[src/rtl/hazard_scoreboard.sv]
// hazard_scoreboard: hazard and forwarding controller between decode and execute
// of the in-order pipeline.
//
// It tracks in-flight register writers in post-decode slots. Slot 0 is X and
// slot 1 is M at the default depth. From these it computes the load-use and
// multi-cycle stall, and the registered per-operand forwarding selects.
//
// Optional feature: define HAZ_PERF_CNT_EN to build the saturating stall-cycle
// counter. Without it, stall_cycles is tied to zero.
//
// Parameter constraints: STAGES >= 2 and 2**SEL_W > STAGES.
module hazard_scoreboard #(
    parameter int STAGES = 3,
    parameter int REG_AW = 5,
    parameter int SEL_W  = 2
) (
    input  logic              clock,
    input  logic              reset_n,
    input  logic              issue_valid,
    input  logic [REG_AW-1:0] issue_rs,
    input  logic              issue_rs_used,
    input  logic [REG_AW-1:0] issue_rt,
    input  logic              issue_rt_used,
    input  logic [REG_AW-1:0] issue_rd,
    input  logic              issue_we,
    input  logic [SEL_W-1:0]  issue_rdy_stg,
    input  logic              flush,
    output logic              stall,
    output logic [SEL_W-1:0]  fwd_a_sel,
    output logic [SEL_W-1:0]  fwd_b_sel,
    output logic [15:0]       stall_cycles
);

    // The oldest slot (STAGES-1) is never matched, because the regfile is
    // write-through. Its content would only be shifted out, so only the
    // matchable slots 0..STAGES-2 are held in flops.
    localparam int NSLOT = STAGES - 1;

    logic [NSLOT-1:0]             r_slot_valid;
    logic [NSLOT-1:0]             r_slot_we;
    logic [NSLOT-1:0][REG_AW-1:0] r_slot_rd;
    logic [NSLOT-1:0][SEL_W-1:0]  r_slot_rdy;
    logic [SEL_W-1:0]             r_fwd_a_sel;
    logic [SEL_W-1:0]             r_fwd_b_sel;

    logic [SEL_W:0]               w_match_a;
    logic [SEL_W:0]               w_match_b;
    logic                         w_stall;
    logic                         w_accept;
    logic                         w_load_we;
    logic [REG_AW-1:0]            w_load_rd;
    logic [SEL_W-1:0]             w_load_rdy;

    // Youngest-writer lookup for one source operand.
    // Result: {needs_stall, forward_select}. A select of 0 means the regfile.
    // The scan runs from the oldest slot to the youngest, so the last hit wins
    // and older writers of the same register are shadowed.
    function automatic logic [SEL_W:0] f_match(
        input logic [REG_AW-1:0]             src,
        input logic                          used,
        input logic [NSLOT-1:0]              vld,
        input logic [NSLOT-1:0]              we,
        input logic [NSLOT-1:0][REG_AW-1:0]  rd,
        input logic [NSLOT-1:0][SEL_W-1:0]   rdy
    );
        logic [SEL_W-1:0] sel;
        logic             need;
        logic             hit;
        sel  = {SEL_W{1'b0}};
        need = 1'b0;
        for (int i = NSLOT - 1; i >= 0; i--) begin
            hit  = used && (src != {REG_AW{1'b0}}) && vld[i] && we[i] && (rd[i] == src);
            sel  = hit ? SEL_W'(i + 1) : sel;
            need = hit ? (rdy[i] > SEL_W'(i + 1)) : need;
        end
        return {need, sel};
    endfunction

    // Hazard evaluation. Flush has priority, so a squashed instruction never
    // stalls.
    always_comb begin
        w_match_a  = f_match(issue_rs, issue_rs_used, r_slot_valid, r_slot_we,
                             r_slot_rd, r_slot_rdy);
        w_match_b  = f_match(issue_rt, issue_rt_used, r_slot_valid, r_slot_we,
                             r_slot_rd, r_slot_rdy);
        w_stall    = issue_valid & ~flush & (w_match_a[SEL_W] | w_match_b[SEL_W]);
        w_accept   = issue_valid & ~flush & ~w_stall;
        w_load_we  = w_accept & issue_we;
        w_load_rd  = w_load_we ? issue_rd : {REG_AW{1'b0}};
        w_load_rdy = w_accept ? issue_rdy_stg : {SEL_W{1'b0}};
    end

    assign stall     = w_stall;
    assign fwd_a_sel = r_fwd_a_sel;
    assign fwd_b_sel = r_fwd_b_sel;

    // Slot shift register: an accepted issue enters slot 0, otherwise slot 0
    // takes a bubble. Older slots are never flushed.
    always_ff @(posedge clock or negedge reset_n) begin
        if (!reset_n) begin
            r_slot_valid <= {NSLOT{1'b0}};
            r_slot_we    <= {NSLOT{1'b0}};
            r_slot_rd    <= {(NSLOT*REG_AW){1'b0}};
            r_slot_rdy   <= {(NSLOT*SEL_W){1'b0}};
        end else begin
            for (int i = NSLOT - 1; i > 0; i--) begin
                r_slot_valid[i] <= r_slot_valid[i-1];
                r_slot_we[i]    <= r_slot_we[i-1];
                r_slot_rd[i]    <= r_slot_rd[i-1];
                r_slot_rdy[i]   <= r_slot_rdy[i-1];
            end
            r_slot_valid[0] <= w_accept;
            r_slot_we[0]    <= w_load_we;
            r_slot_rd[0]    <= w_load_rd;
            r_slot_rdy[0]   <= w_load_rdy;
        end
    end

    // Forwarding selects, registered so they are valid in the instruction's X
    // cycle. A bubble drives 0.
    always_ff @(posedge clock or negedge reset_n) begin
        if (!reset_n) begin
            r_fwd_a_sel <= {SEL_W{1'b0}};
            r_fwd_b_sel <= {SEL_W{1'b0}};
        end else if (w_accept) begin
            r_fwd_a_sel <= w_match_a[SEL_W-1:0];
            r_fwd_b_sel <= w_match_b[SEL_W-1:0];
        end else begin
            r_fwd_a_sel <= {SEL_W{1'b0}};
            r_fwd_b_sel <= {SEL_W{1'b0}};
        end
    end

`ifdef HAZ_PERF_CNT_EN
    logic [15:0] r_stall_cycles;

    // Saturating stall-cycle counter. Only reset clears it.
    always_ff @(posedge clock or negedge reset_n) begin
        if (!reset_n) begin
            r_stall_cycles <= 16'h0000;
        end else if (w_stall && (r_stall_cycles != 16'hFFFF)) begin
            r_stall_cycles <= r_stall_cycles + 16'd1;
        end else begin
            r_stall_cycles <= r_stall_cycles;
        end
    end

    assign stall_cycles = r_stall_cycles;
`else
    assign stall_cycles = 16'h0000;
`endif

endmodule

[config.mk]
export PLATFORM = sky130hd
export DESIGN_NAME = hazard_scoreboard
export DESIGN_NICKNAME = d
export VERILOG_FILES = /design/src/rtl/hazard_scoreboard.sv
export SDC_FILE = /design/constraint.sdc
export NUM_CORES = 1
export LEC_CHECK = 0
export ABC_AREA = 0
export BUFFER_PORTS_ARGS = -buffer_cell sky130_fd_sc_hd__buf_4
export CORE_ASPECT_RATIO = 1.1
export CORE_MARGIN = 10
export CORE_UTILIZATION = 25
export CTS_BUF_LIST = sky130_fd_sc_hd__clkbuf_4 sky130_fd_sc_hd__clkbuf_8
export CTS_CLUSTER_DIAMETER = 150
export DETAILED_ROUTE_END_ITERATION = 6
export PLACE_DENSITY = 0.57
export SLEW_MARGIN = 30
export SYNTH_ARGS = -nofsm -noshare
export SYNTH_HDL_FRONTEND = slang
export SYNTH_SLANG_ARGS = --single-unit
[constraint.sdc]
create_clock -name clock -period 3.25 [get_ports clock]
set_input_delay 0.8125 -clock clock [delete_from_list [all_inputs] [get_ports clock]]
set_output_delay 0.8125 -clock clock [all_outputs]
set_load 0.01 [all_outputs]
==> impl_metrics.py, run 1 <==
metrics = {
    "timing": {
        "fin_crit_ns": 3.17,
        "setup_tns_ns": 0,
        "timing.final.ws_setup_ns": 0.0798,
        "post-route-period-util_pct": 97.5,
        "hold_viol": 0,
        "slew_viol_final": 0,
        "clock_skew_ns": 0.00490,
        "rsz0062_at_grt": "false",
        "relSlewSlack_pct": 58.3,
        "setup_viol": 0,
        "worst_pin_slew_ns": 0.620,
        "fmax_mhz": 315,
    },
    "outcome": {
        "status": "finished clean",
    },
    "floorplan": {
        "pin_count": 45,
        "die_area_mm2": 0.00839,
        "start_util_pct": 25.6,
        "die_w_um": 88.2,
        "design.core.area_mm2": 0.00500,
        "rows": 27,
        "die_h_um": 95.0,
    },
    "yosys": {
        "synth_cell_type_count": 27,
        "seq_area_frac_synth_pct": 43.0,
        "synth_seq_cells": 22,
        "syn_area_mm2": 0.00128,
        "syn_area_per_cell_um2": 11.7,
        "synthCells": 109,
        "ys_warn_count": 0,
    },
    "setup_path": {
        "crit_required_ns": 2.44,
        "crit_arrival_ns": 2.36,
        "r2r_start": "r_slot_rd[3]",
        "worstSetupStartpointType": "input port",
        "criticalPathCategory": "input port to output port",
        "cp-end-kind": "output port",
        "crit_path_max_fanout": 3,
        "rr_worst_depth": 6,
        "cp-startpoint": "issue_rs[3]",
    },
    "clock_network": {
        "cts_hold_buf": 0,
        "htree_num_levels": 1,
        "cts_resized": 0,
        "cts_buffer_depth": 2,
        "cts-root-buf": "clkbuf_8",
        "cts_sinks": 22,
        "cts_setup_buffers": 0,
        "clk_latency_ns": 0.26,
        "clkTransAtPathRegs_ns": 0.07,
        "numCtsBuffers": 3,
        "tritoncts": "built",
    },
    "grt": {
        "antenna_found_initial": 0,
        "grt_max_degree": 23,
        "grt_pass1_vias": 1016,
        "grt_pass1_wl_mm": 4.81,
        "gr-usage-all-layers_pct": 7.15,
        "gr-total-overflow": 0,
    },
    "place": {
        "io_buffers": 28,
        "hpwl_mm": 2.37,
        "place_area_mm2": 0.00150,
        "dp_slack_ns": 0.0862,
        "place.gp.congestion": 0.825,
    },
    "run": {
        "cap_violations": 0,
    },
    "drt": {
        "wl_per_cell_um": 14.5,
        "drcViolationCount": 0,
        "viasPerCell": 4.41,
        "vias": 873,
        "dr.first_iter.drc_count": 25,
        "drt-total-wl_mm": 2.87,
        "firstDrtPassIters": 4,
        "postRouteAntennaNets": 0,
    },
    "cells_and_area": {
        "n_antenna_cell": 0,
        "drive_above_1_share_pct": 39.3,
        "syn2layout_area_growth_pct": 22.7,
        "n_fill_cell": 518,
        "fin_area_mm2": 0.00157,
        "nets": 165,
    },
    "pwr": {
        "peakVddDrop_mv": 0.156,
        "cellPowerDensity_mw_per_mm2": 388,
        "leakagePower_nw": 0.671,
    },
    "worst_hold_path": {
        "hold_path_class": "flip-flop to flip-flop",
        "min_from": "r_slot_rdy[0]",
        "worstHoldPathCells": 0,
    },
}
cell usage in the layout, fill, tap and decap left out, types with 2 or more instances in the layout:
master     netlist  final
a2111oi_2        4      4
a211oi_2         9      9
buf_4           16     32
clkbuf_8         0      3
conb_1           1     16
dfrtp_1         22     22
nand2_1          6      6
nand3_1          5      5
nand4_1          4      4
nor4_1           2      2
o21ai_2          2      2
or4_1            3      3
xnor2_1         16     16
xor2_1           4      4
cell families after synthesis:
group | Yosys count | synth area share [%]
XOR/XNOR | 20 | 13.7
AND/OR/NAND/NOR | 27 | 12.7
buffers and inverters | 21 | 12.0
AO/OA/AOI/OAI | 18 | 18.3
other | 1 | 0.293
flip-flops | 22 | 43.0
power breakdown:
part | leakage (nW) | switching (W) | total [W] | internal [W]
combinational | 0.335 | 0.0000402 | 0.0000757 | 0.0000354
sequential | 0.300 | 0.00000495 | 0.000286 | 0.000281
clock | 0.0357 | 0.0000832 | 0.000247 | 0.000164
total | 0.671 | 0.000128 | 0.000609 | 0.000480
final cells by class:
| cell class | count | area, µm² | area share [%] |
|---|---|---|---|
| Multi-Input combinational cell | 81 | 632 | 40.2 |
| Timing Repair Buffer | 32 | 240 | 15.3 |
| Tap cell | 58 | 72.6 | 4.62 |
| Clock inverter | 1 | 30.0 | 1.91 |
| Clock buffer | 3 | 41.3 | 2.63 |
| Sequential cell | 22 | 551 | 35.1 |
| Inverter | 1 | 3.75 | 0.239 |
synth_stat cells:
cell type   n  share of area, %
a22o_1      1              0.68
o2bb2ai_4   1               2.2
buf_1       1              0.29
or2_2       1              0.49
conb_1      1              0.29
nor2b_1     1              0.49
o21ai_2     2               1.4
nand2_1     6               1.8
or4_1       3               1.8
a2111oi_2   4               4.7
xor2_1      4               2.7
clkbuf_1    1              0.29
xnor2_1    16                11
nor4_1      2              0.98
nor4_2      1              0.98
or4_4       1              0.88
inv_1       1              0.29
and2_1      1              0.49
nand2b_1    1              0.49
nand4_1     4               2.0
a211oi_2    9               8.8
buf_6       2               1.8
nand3_1     5               2.0
dfrtp_1    22                43
o21a_1      1              0.59
and2_0      1              0.49
buf_4      16               9.4
routing by layer:
metal | wire length, µm | share of wire (%) | vias up | track usage [%]
li1 | - | - | 420 | -
met1 | 1370 | 48 | 413 | 9.15
met2 | 1190 | 41 | 38 | 10.2
met3 | 297 | 10 | 2 | 3.41
met4 | 12 | 0.42 | 0 | 2.56
met5 | 0 | 0 | - | 0
through the flow:
stage	total power, W	hold slack [ns]	std cells	util [%]
after floorplan	0.000340	0.331	124	-
after global placement	0.000364	0.335	194	30.0
after detailed placement	0.000366	0.336	194	30.0
after CTS	0.000617	0.354	198	31.4
after global routing	0.000638	0.365	198	31.4
final	0.000609	0.351	198	31.4
registers in the layout, indices dropped and copies added (netlist names):
name and cells:
r_slot_valid 2, fwd_a_sel 2, r_slot_rd 10, r_slot_we 2, fwd_b_sel 2, r_slot_rdy 4
path summary, 6_finish.rpt:
check	end	slack (ns)
max	stall	0.08
min	r_slot_rdy[2]	0.35
max reg2reg	fwd_b_sel[0]	1.02
min reg2reg	r_slot_rdy[2]	0.35
max in group asynchronous	r_slot_rdy[1]	2.60
min in group asynchronous	r_slot_we[1]	0.43
critical path, stage by stage:
cell and delay, ns:
buf_4 0.12, xnor2_1 0.16, nand4_1 0.15, or4_4 0.58, o2bb2ai_4 0.17, a22o_1 0.22, buf_4 0.14
(Power assumes the default switching activity.)
==> inputs of run 2 (changes only) <==
--- a/config.mk
+++ b/config.mk
@@ -7,13 +7,15 @@
 export LEC_CHECK = 0
 export ABC_AREA = 0
 export BUFFER_PORTS_ARGS = -buffer_cell sky130_fd_sc_hd__buf_4
+export CELL_PAD_IN_SITES_DETAIL_PLACEMENT = 1
+export CELL_PAD_IN_SITES_GLOBAL_PLACEMENT = 2
 export CORE_ASPECT_RATIO = 1.1
 export CORE_MARGIN = 10
 export CORE_UTILIZATION = 25
 export CTS_BUF_LIST = sky130_fd_sc_hd__clkbuf_4 sky130_fd_sc_hd__clkbuf_8
 export CTS_CLUSTER_DIAMETER = 150
 export DETAILED_ROUTE_END_ITERATION = 6
-export PLACE_DENSITY = 0.57
+export PLACE_DENSITY = 0.77
 export SLEW_MARGIN = 30
 export SYNTH_ARGS = -nofsm -noshare
 export SYNTH_HDL_FRONTEND = slang
==> run 2 against run 1 <==
Utilization shrank 0.20 points. Sequential power is essentially flat. Non-clock buffer count is the same. Sequential share of layout area grew 0.22 points. Clock power shrank 23%. Largest cell class unchanged.
==> impl_metrics.py, run 2 (same netlist as run 1, synthesis figures left out) <==
metrics = {
    "setup_path": {
        "cp_cell_sequence": "buf_4 > or4_1 > o21ai_2 > nor4_1 > o21a_1 > a22o_1 > buf_4",
        "crit_path_max_incr_delay_ns": 0.54,
        "r2r_start": "r_slot_rd[4]",
        "criticalPathCategory": "input port to output port",
        "cp-startpoint": "issue_rs[1]",
        "crit_required_ns": 2.44,
        "crit_path_max_fanout": 3,
        "reg2reg_slack_ns": 1.10,
        "crit_top_cell": "buf_4",
        "rr_worst_depth": 6,
        "cpLargestDelayFamily": "simple AND/OR/NAND/NOR gates",
        "worstSetupStartpointType": "input port",
        "cp_num_buf_inv": 2,
        "reg2reg_to": "fwd_a_sel[0]",
        "critical_path.slowest_cell": "or4_1",
        "cp-end-kind": "output port",
        "crit_arrival_ns": 2.34,
    },
    "timing": {
        "post-route-period-util_pct": 97.0,
        "setup_tns_ns": 0,
        "slew_viol_final": 0,
        "rsz0062_at_grt": "false",
        "fmax_mhz": 317,
        "fin_crit_ns": 3.15,
        "clock_skew_ns": 0.00172,
        "timing.final.ws_setup_ns": 0.0975,
        "hold_viol": 0,
        "worst_pin_slew_ns": 0.540,
        "setup_viol": 0,
        "relSlewSlack_pct": 63.7,
    },
    "pwr": {
        "internal-power_w": 0.000424,
        "p_clk_share_pct": 34.3,
        "comb_power_share_pct": 13.8,
        "peakVddDrop_mv": 0.123,
        "p_switching_w": 0.000127,
        "pwr-share-seq_pct": 51.8,
        "switching_share_pct": 23.1,
        "leakagePower_nw": 0.664,
        "cellPowerDensity_mw_per_mm2": 353,
    },
    "cells_and_area": {
        "regMostFlops": "r_slot_rd",
        "syn2layout_area_growth_pct": 21.9,
        "largest_reg_flops": 10,
        "seq_area_um2": 551,
        "fin_area_mm2": 0.00156,
        "multi_input_area_um2": 638,
        "final_cell_mix": "32 x buf_4, 22 x dfrtp_1, 16 x xnor2_1, 16 x conb_1, 9 x a211oi_2",
        "nets": 165,
        "largestRegisters": "r_slot_rd: 10 flops, r_slot_rdy: 4 flops",
        "n_fill_cell": 580,
        "final_common_cell": "buf_4",
        "drive_above_1_share_pct": 40.0,
        "n_antenna_cell": 0,
    },
    "clock_network": {
        "cts-root-buf": "clkbuf_8",
        "clk_latency_ns": 0.26,
        "htree_num_levels": 1,
        "cts_buffer_depth": 2,
        "cts_setup_buffers": 0,
        "clkTransAtPathRegs_ns": 0.07,
        "tritoncts": "built",
        "numCtsBuffers": 3,
        "cts_sinks": 22,
    },
    "grt": {
        "grt_max_degree": 23,
        "antenna_found_initial": 0,
        "grt_pass1_vias": 1032,
        "gr-total-overflow": 0,
        "grt_pass1_wl_mm": 5.21,
        "gr-usage-all-layers_pct": 7.91,
    },
    "drt": {
        "drcViolationCount": 0,
        "wl_per_cell_um": 15.7,
        "dr.first_iter.drc_count": 23,
        "drt-total-wl_mm": 3.10,
        "vias": 871,
        "postRouteAntennaNets": 0,
        "viasPerCell": 4.40,
        "firstDrtPassIters": 4,
    },
    "worst_hold_path": {
        "hold_path_class": "flip-flop to flip-flop",
        "worstHoldPathCells": 0,
        "min_from": "r_slot_rdy[0]",
        "hold_end": "r_slot_rdy[2]",
    },
    "place": {
        "place.gp.congestion": 0.803,
        "dp_slack_ns": 0.0786,
        "io_buffers": 28,
        "place_area_mm2": 0.00150,
        "hpwl_mm": 2.58,
    },
    "floorplan": {
        "start_util_pct": 25.6,
        "design.core.area_mm2": 0.00500,
        "die_w_um": 88.2,
        "die_area_mm2": 0.00839,
        "rows": 27,
        "die_h_um": 95.0,
        "pin_count": 45,
    },
    "run": {
        "cap_violations": 0,
    },
    "outcome": {
        "status": "finished clean",
    },
}
## run 2: cell count changes in the layout (fill, tap and decap cells not counted)
cell / previous run / this run
bufinv_16: 1 / 0
clkbuf_8: 3 / 4
nor4_2: 1 / 2
nor4_1: 2 / 1
## run 2: what timing repair did
action	in CTS	in global routing
hold buffers	0	0
resized for setup	0	1
endpoints found under the setup margin	0	1
## run 2: routing by layer
layer	vias up	track usage (%)	routed length, µm
met1	405	9.28	1340
met3	4	3.07	351
met5	-	0	0
li1	417	-	-
met2	45	11.7	1340
met4	0	5.26	75
## run 2: worst max path at each step
stage / cells past startpoint / slack [ns] / end
3_3_place_gp: 7 / 0.11 / stall
3_5_place_dp: 7 / 0.08 / stall
6_report: 7 / 0.1 / stall
4_1_cts: 7 / 0.07 / stall
2_1_floorplan: 6 / 0.21 / stall
5_1_grt: 7 / 0.004 / stall
## run 2: cell type report
type	instances	share of cell area [%]
multi-input cells	81	40.9
flip-flops and latches	22	35.3
repair buffers	32	15.4
well taps	58	4.65
clock buffers	4	3.53
inverters	1	0.241
## run 2: power by group through the flow
stage	Combinational [W]	Sequential, W	Clock, W
detailed placement	0.0000757	0.000292	0
global route	0.0000850	0.000287	0.000209
finish	0.0000764	0.000286	0.000189
floorplan	0.0000504	0.000290	0
global placement	0.0000734	0.000291	0
CTS	0.0000759	0.000286	0.000196
## run 2: worst reg2reg max path: cells and delay by family (launching register included)
family	cells	cell delay, ns
flip-flops	1	0.44
buffers and inverters	1	0.22
XOR/XNOR	1	0.20
AND/OR/NAND/NOR	2	0.64
AO/OA/AOI/OAI	2	0.53
## run 2: stage by stage
stage	power (W)	utilization, %	hold slack [ns]	cells
6_report	0.000551	31.2	0.349	198
5_1_grt	0.000581	31.2	0.360	198
4_1_cts	0.000558	31.1	0.353	198
3_5_place_dp	0.000367	30.0	0.336	194
3_3_place_gp	0.000364	30.0	0.334	194
2_1_floorplan	0.000340	-	0.331	124
==> inputs of run 3 (changes only) <==
--- a/config.mk
+++ b/config.mk
@@ -5,7 +5,7 @@
 export SDC_FILE = /design/constraint.sdc
 export NUM_CORES = 1
 export LEC_CHECK = 0
-export ABC_AREA = 0
+export ABC_AREA = 1
 export BUFFER_PORTS_ARGS = -buffer_cell sky130_fd_sc_hd__buf_4
 export CELL_PAD_IN_SITES_DETAIL_PLACEMENT = 1
 export CELL_PAD_IN_SITES_GLOBAL_PLACEMENT = 2
@@ -15,7 +15,7 @@
 export CTS_BUF_LIST = sky130_fd_sc_hd__clkbuf_4 sky130_fd_sc_hd__clkbuf_8
 export CTS_CLUSTER_DIAMETER = 150
 export DETAILED_ROUTE_END_ITERATION = 6
-export PLACE_DENSITY = 0.77
+export PLACE_DENSITY = 0.87
 export SLEW_MARGIN = 30
 export SYNTH_ARGS = -nofsm -noshare
 export SYNTH_HDL_FRONTEND = slang
==> run 3 against run 2 <==
Wire length up 10%. Sequential power about the same. Critical endpoint unchanged. Maximum frequency up 12%. Clock skew about the same. Register-to-register slack better by 0.63 ns. Worst setup slack better by 0.35 ns. Utilization down 0.12 points. Critical path depth up 2. Synthesized cell count up 82%. Sequential cell count unchanged. Largest power group unchanged.
==> impl_metrics.py, run 3 <==
metrics = {
    "worst_hold_path": {
        "hold_end": "r_slot_rdy[2]",
        "worstHoldPathCells": 0,
        "min_from": "r_slot_rdy[0]",
        "hold_path_class": "flip-flop to flip-flop",
    },
    "setup_path": {
        "r2r_start": "r_slot_we[0]",
        "crit_path_max_fanout": 4,
        "criticalPathCategory": "input port to output port",
        "critical_path.slowest_cell": "nor3_1",
        "crit_required_ns": 2.44,
        "crit_path_max_incr_delay_ns": 0.20,
        "reg2reg_to": "fwd_b_sel[1]",
        "worstSetupStartpointType": "input port",
        "crit_top_cell": "buf_4",
        "crit_arrival_ns": 1.99,
        "reg2reg_slack_ns": 1.73,
        "rr_worst_depth": 10,
        "cp_num_buf_inv": 3,
        "cp-end-kind": "output port",
        "cp_cell_sequence": "buf_4 > inv_1 > nor2_1 > nor3_1 > nand3_1 > nand2_1 > nand2_2 > a21boi_0 > buf_4",
        "cpLargestDelayFamily": "simple AND/OR/NAND/NOR gates",
    },
    "grt": {
        "grt_max_degree": 23,
        "antenna_found_initial": 0,
        "grt_pass1_wl_mm": 6.13,
        "grt_pass1_vias": 1330,
        "gr-total-overflow": 0,
        "gr-usage-all-layers_pct": 8.20,
    },
    "pwr": {
        "cellPowerDensity_mw_per_mm2": 337,
        "p_total_w": 0.000558,
        "peakVddDrop_mv": 0.143,
        "leakagePower_nw": 0.993,
    },
    "timing": {
        "post-route-period-util_pct": 86.2,
        "clock_skew_ns": 0.00146,
        "setup_viol": 0,
        "hold_viol": 0,
        "fin_crit_ns": 2.80,
        "rsz0062_at_grt": "false",
        "timing.final.ws_setup_ns": 0.448,
        "setup_tns_ns": 0,
        "slew_viol_final": 0,
        "hold_ws_ns": 0.367,
        "fmax_mhz": 357,
    },
    "yosys": {
        "yosys-top-cells-area": "dfrtp_1 40%, nand2_1 17%, inv_1 10%",
        "netlist.top_cell.by_area": "dfrtp_1",
        "synth_top_area_share_pct": 40.5,
        "syn_area_mm2": 0.00136,
        "yosysMostFrequentCell": "nand2_1",
        "async_flop_share_pct": 100,
        "synth_edf_count": 0,
        "ys.flop_type": "dfrtp_1",
        "synth_cell_type_count": 20,
        "synth_seq_cells": 22,
        "ys_warn_count": 0,
        "seq_area_frac_synth_pct": 40.5,
        "synthCells": 198,
        "syn_area_per_cell_um2": 6.87,
        "synth_commonest_cells": "61 x nand2_1, 38 x inv_1, 28 x nor2_1",
    },
    "outcome": {
        "status": "finished clean",
    },
    "drt": {
        "vias": 1152,
        "firstDrtPassIters": 3,
        "drt-total-wl_mm": 3.41,
        "wl_per_cell_um": 11.2,
        "postRouteAntennaNets": 0,
        "viasPerCell": 3.79,
        "dr.first_iter.drc_count": 46,
        "drcViolationCount": 0,
    },
    "place": {
        "dp_slack_ns": 0.451,
        "hpwl_mm": 3.05,
        "place_area_mm2": 0.00160,
        "io_buffers": 28,
        "place.gp.congestion": 0.796,
    },
    "floorplan": {
        "die_h_um": 97.4,
        "die_area_mm2": 0.00879,
        "rows": 28,
        "start_util_pct": 25.5,
        "die_w_um": 90.3,
        "pin_count": 45,
        "design.core.area_mm2": 0.00533,
    },
    "clock_network": {
        "cts_setup_buffers": 0,
        "htree_num_levels": 1,
        "numCtsBuffers": 3,
        "tritoncts": "built",
        "cts_sinks": 22,
        "cts_buffer_depth": 2,
        "cts_resized": 0,
        "cts_hold_buf": 0,
        "clkTransAtPathRegs_ns": 0.07,
        "cts-root-buf": "clkbuf_8",
        "clk_latency_ns": 0.25,
    },
    "cells_and_area": {
        "final_cell_mix": "61 x nand2_1, 38 x inv_1, 28 x nor2_1, 28 x buf_4, 22 x dfrtp_1",
        "n_fill_cell": 703,
        "n_antenna_cell": 0,
        "final_common_cell": "nand2_1",
        "nets": 254,
        "seq_area_um2": 551,
        "fin_area_mm2": 0.00166,
        "regMostFlops": "r_slot_rd",
        "largestRegisters": "r_slot_rd: 10 flops, r_slot_rdy: 4 flops",
        "largest_reg_flops": 10,
        "syn2layout_area_growth_pct": 21.7,
        "drive_above_1_share_pct": 18.8,
        "multi_input_area_um2": 592,
    },
    "run": {
        "cap_violations": 0,
    },
}
[run 3: cell families after synthesis]
kind of cell	count (synthesis)	synth area share (%)
other	1	0.276
DFF	22	40.5
buffers and inverters	57	20.1
and+or+nand+nor	111	36.3
AOI/OAI and AO/OA	7	2.76
[run 3: worst max-delay path by stage]
stage,start,endpoint,cells past startpoint
2_1_floorplan,issue_rs[2],stall,7
3_3_place_gp,issue_rs[2],stall,9
3_5_place_dp,issue_rs[2],stall,9
4_1_cts,issue_rs[2],stall,9
5_1_grt,issue_rs[2],stall,9
6_report,issue_rs[2],stall,9
[run 3: through the flow]
step,util [%],std cells
6_report,31.1,304
5_1_grt,31.1,304
4_1_cts,31.1,304
3_5_place_dp,30.1,300
3_3_place_gp,30.1,300
2_1_floorplan,-,213
[run 3: power breakdown]
part           internal [W]  switching (W)   total, W
registers          0.000281     0.00000502   0.000286
logic             0.0000337      0.0000521  0.0000859
clock network      0.000108      0.0000786   0.000186
total              0.000422       0.000136   0.000558
[run 3: layout make-up]
cell class,count,area share (%)
timing repair buffer,28,12.7
clock buffer,4,3.33
inverter,41,9.30
tap,75,5.67
multi-input combinational,134,35.8
sequential,22,33.3
[run 3: layer usage]
metal,GRT usage [%],share of wire [%]
met1,10.2,46
met2,14.3,50
met3,1.62,3.5
met4,1.47,0.26
met5,0,0
